**src/rtl/flip_flop_jk_bank.sv**
```systemverilog
// Bank of WIDTH JK flip-flops with JK/T/D modes and an optional up/down counter mode.
// Define FLIP_FLOP_JK_BANK_COUNT_EN to build COUNT mode (2'b11) and the terminal output.
module flip_flop_jk_bank #(
   parameter int unsigned      WIDTH       = 4,
   parameter logic [WIDTH-1:0] RESET_VALUE = '0
) (
   input  logic             clock,
   input  logic             reset,
   input  logic             enable,
   input  logic [1:0]       mode,
   input  logic [WIDTH-1:0] jack,
   input  logic [WIDTH-1:0] kilby,
   output logic [WIDTH-1:0] out,
   output logic [WIDTH-1:0] notout,
   output logic             terminal
);

   logic [WIDTH-1:0] state_q;
   logic [WIDTH-1:0] state_d;

`ifdef FLIP_FLOP_JK_BANK_COUNT_EN
   logic [WIDTH-1:0] dir_bits;
   logic [WIDTH-1:0] low_mask;
   logic [WIDTH-1:0] count_t;

   // Counting down is counting up on the inverted state, so one all-ones test serves both.
   always_comb begin
      dir_bits = kilby[0] ? ~state_q : state_q;
      low_mask = '0;
      count_t  = '0;
      for (int i = 0; i < int'(WIDTH); i++) begin
         low_mask   = (WIDTH'(1) << i) - WIDTH'(1);
         count_t[i] = &(dir_bits | ~low_mask);
      end
   end

   assign terminal = enable & (mode == 2'b11) & (&dir_bits);
`else
   assign terminal = 1'b0;
`endif

   always_comb begin
      state_d = state_q;
      if (enable) begin
         unique case (mode)
            2'b00: state_d = (jack & ~state_q) | (~kilby & state_q);
            2'b01: state_d = state_q ^ jack;
            2'b10: state_d = jack;
            2'b11: begin
`ifdef FLIP_FLOP_JK_BANK_COUNT_EN
               state_d = state_q ^ count_t;
`else
               state_d = state_q;
`endif
            end
            default: state_d = state_q;
         endcase
      end
   end

   always_ff @(posedge clock or posedge reset) begin
      if (reset) begin
         state_q <= RESET_VALUE;
      end else begin
         state_q <= state_d;
      end
   end

   assign out    = state_q;
   assign notout = ~state_q;

endmodule

```
**config.mk**
```make
export PLATFORM = sky130hd
export DESIGN_NAME = flip_flop_jk_bank
export DESIGN_NICKNAME = d
export VERILOG_FILES = /design/src/rtl/flip_flop_jk_bank.sv
export SDC_FILE = /design/constraint.sdc
export NUM_CORES = 1
export LEC_CHECK = 0
export CORE_AREA = 4 4 41 43
export CTS_BUF_LIST = sky130_fd_sc_hd__clkbuf_8
export DETAILED_ROUTE_END_ITERATION = 12
export DIE_AREA = 0 0 45 47
export PLACE_DENSITY = 0.69
export SETUP_SLACK_MARGIN = 0.1
export SKIP_LAST_GASP = 1
export SYNTH_ARGS = -nofsm -noshare
export SYNTH_HDL_FRONTEND = slang
export SYNTH_SLANG_ARGS = --single-unit
```
**constraint.sdc**
```tcl
create_clock -name clock -period 0.96 [get_ports clock]
set_input_delay 0.144 -clock clock [delete_from_list [all_inputs] [get_ports clock]]
set_output_delay 0.144 -clock clock [all_outputs]
set_load 0.03 [all_outputs]
```
==> metrics.cfg <==
[clocking]
cts.path.max_buffers=2
clk_latency_ps=210
h-tree-depth=1
cts_buffers=3
cts_tree=yes
clock_tree.root_cell=clkbuf_8
hold_buffers=0
clkSlewWorstSetupHoldPaths_ps=30
tritoncts_num_sinks=4

[logic_synthesis]
synth_top_family_by_area=simple AND/OR/NAND/NOR gates
synth_xor_area_share_pct=0
yosys_warnings=0
netlist_instances=38
ys_seq_elements=4
synth_nets=54
synthMuxAreaShare_pct=0
synth_fa_ha_area_share_pct=10.9
synth_cell_types=12
synthSimpleGateAreaFrac_pct=25.5
netlist_area_um2=343
synth.avg_cell_area_um2=9.02
synth_compound_area_share_pct=23.4
seq_area_frac_synth_pct=29.2

[power]
intPower_w=0.000758
p_per_area_mw_per_mm2=1790
power_frac_seq_pct=22.7
pwr-share-comb_pct=48.8
ir_drop_v=0.000610
power.net_switching_w=0.000447
p_clk_share_pct=28.5
power_w=0.00120
switching_share_pct=37.1
cellLeakagePower_nw=0.307

[drt]
drtPass1Iterations=2
drc_errors=0
post_drt_via_cell_ratio=4.76
vias=376
drtIter0Drc=5
wirelength_um=910
antenna_left=0
detail_route.wl_per_cell_um=11.5

[setup_path]
required_ps=1050
crit_family=simple AND/OR/NAND/NOR gates
path_max_fanout=4
worst-r2r-setup-slack_ps=60
crit_arrival_ps=1170
crit_type=in2reg
slowest_stage=or3b_4
end_kind=flip-flop
critPathLaunchType=input port
critPathBufInv=2
max_stage_delay_ps=420
crit_path_cell_trace=buf_8 -> inv_4 -> ha_4 -> or3b_4 -> a221oi_4 -> nor3_2

[place]
dp.cells=75
dpl_worst_slack_ps=-796
io_buffers=20
placed_cell_area_um2=572
hpwl_um=746
place_congestion=0.702

[job]
drv_cap=0

[sta]
whs_ps=121
fmax_mhz=931
final-max-slew-violation-count=0
setup_slack_ps=-114
period_minus_slack_ps=1070
clock_skew_ps=0
hold_viol=0
setup-violations-final=7
grt_setup_unrepaired=yes
period_share_pct=112

[status]
outcome=finished with violations
violations=setup timing

[grt]
antenna_found_initial=0
grt_pass1_wl_mm=1.46
grt_max_degree=9
grt_overflow=0
grtUsageTotal_pct=9.64
grt_pass1_vias=348

[finish]
nNetsFinal=82
syn_to_final_growth_pct=96.4
largest_reg_flops=4
drive_gt1_share_pct=46.9
antenna_cells=0
finalNonFillerCells=79
final_area_um2=673

[die]
io_pins=22
dieArea_mm2=0.00212
die_y_um=47
core_mm2=0.00130
die-width_um=45
fp-row-count=13
initial_utilization_pct=26.3

[worst_hold_path]
hp-class=in2async

==> cells by family after synthesis <==
family	after synthesis
AOI/OAI and AO/OA	8
other	1
adders and majority gates	3
DFF	4
buffers and inverters	8
and+or+nand+nor	14
==> final cells by class <==
cell class / count / area (um2)
tap: 15 / 18.8
timing repair buffer: 24 / 241
multi-input combinational: 26 / 240
sequential: 4 / 103
clock buffer: 3 / 41.3
inverter: 7 / 28.8
fill: 127 / 628
==> synth_stat cells <==
master / number / area share, %
inv_1: 7 / 7.7
a21oi_1: 4 / 5.8
a221oi_2: 4 / 18
and4_1: 4 / 10
dfrtp_1: 4 / 29
nand2_1: 4 / 4.4
nor3_1: 4 / 5.8
ha_1: 3 / 11
buf_4: 1 / 2.2
conb_1: 1 / 1.1
nor2b_1: 1 / 1.8
or3b_4: 1 / 3.3
==> power by group through the flow <==
| stage | registers, W | logic [W] | clock network (W) |
|---|---|---|---|
| floorplan | 0.000334 | 0.000216 | 0 |
| global placement | 0.000259 | 0.000510 | 0 |
| finish | 0.000274 | 0.000588 | 0.000343 |
| global route | 0.000286 | 0.000629 | 0.000369 |
| detailed placement | 0.000261 | 0.000517 | 0 |
| CTS | 0.000267 | 0.000576 | 0.000353 |
==> timing repair <==
| action | CTS | global route |
|---|---|---|
| endpoints found under the setup margin | 12 | 12 |
| pin swaps | 3 | 2 |
| endpoints found under the hold margin | 0 | 0 |
| resized for setup | 21 | 7 |
| buffers inserted | 0 | 1 |
==> stage by stage <==
stage	TNS, ps	util (%)
2_1_floorplan	-623	-
3_3_place_gp	-3050	43.9
3_5_place_dp	-3150	43.9
4_1_cts	-592	49.5
5_1_grt	-796	51.7
6_report	-461	51.7
==> worst paths after layout <==
kind / from / to / cells after the start
worst max-delay path: mode[0] / out[2] / 6
worst min-delay path: reset / out[1] / 2
worst max register to register: out[2] / out[2] / 3
worst min register to register: out[0] / out[0] / 2
max in group asynchronous: reset / out[2] / 2
min in group clock: mode[1] / out[2] / 4
==> layer usage <==
metal,wire [um],part of all wire (%),up-vias,GRT usage (%)
met5,0,0,-,0
met4,4,0.44,0,7.02
met3,91,10,2,2.68
met2,414,45,16,13.8
met1,399,44,167,12.3
li1,-,-,191,-
==> layout by cell type (no fill, tap or decap), drive strengths merged <==
| cell | instances |
|---|---|
| clkdlybuf4s50 | 9 |
| clkbuf | 3 |
| and4 | 4 |
| dlygate4sd2 | 1 |
| dfrtp | 4 |
| or3b | 1 |
| inv | 7 |
| nand2 | 4 |
| nor3 | 4 |
| conb | 1 |
| buf | 14 |
| a221oi | 4 |
| a21oi | 4 |
| ha | 3 |
| nor2b | 1 |
Power figures use the tool's default switching activity.
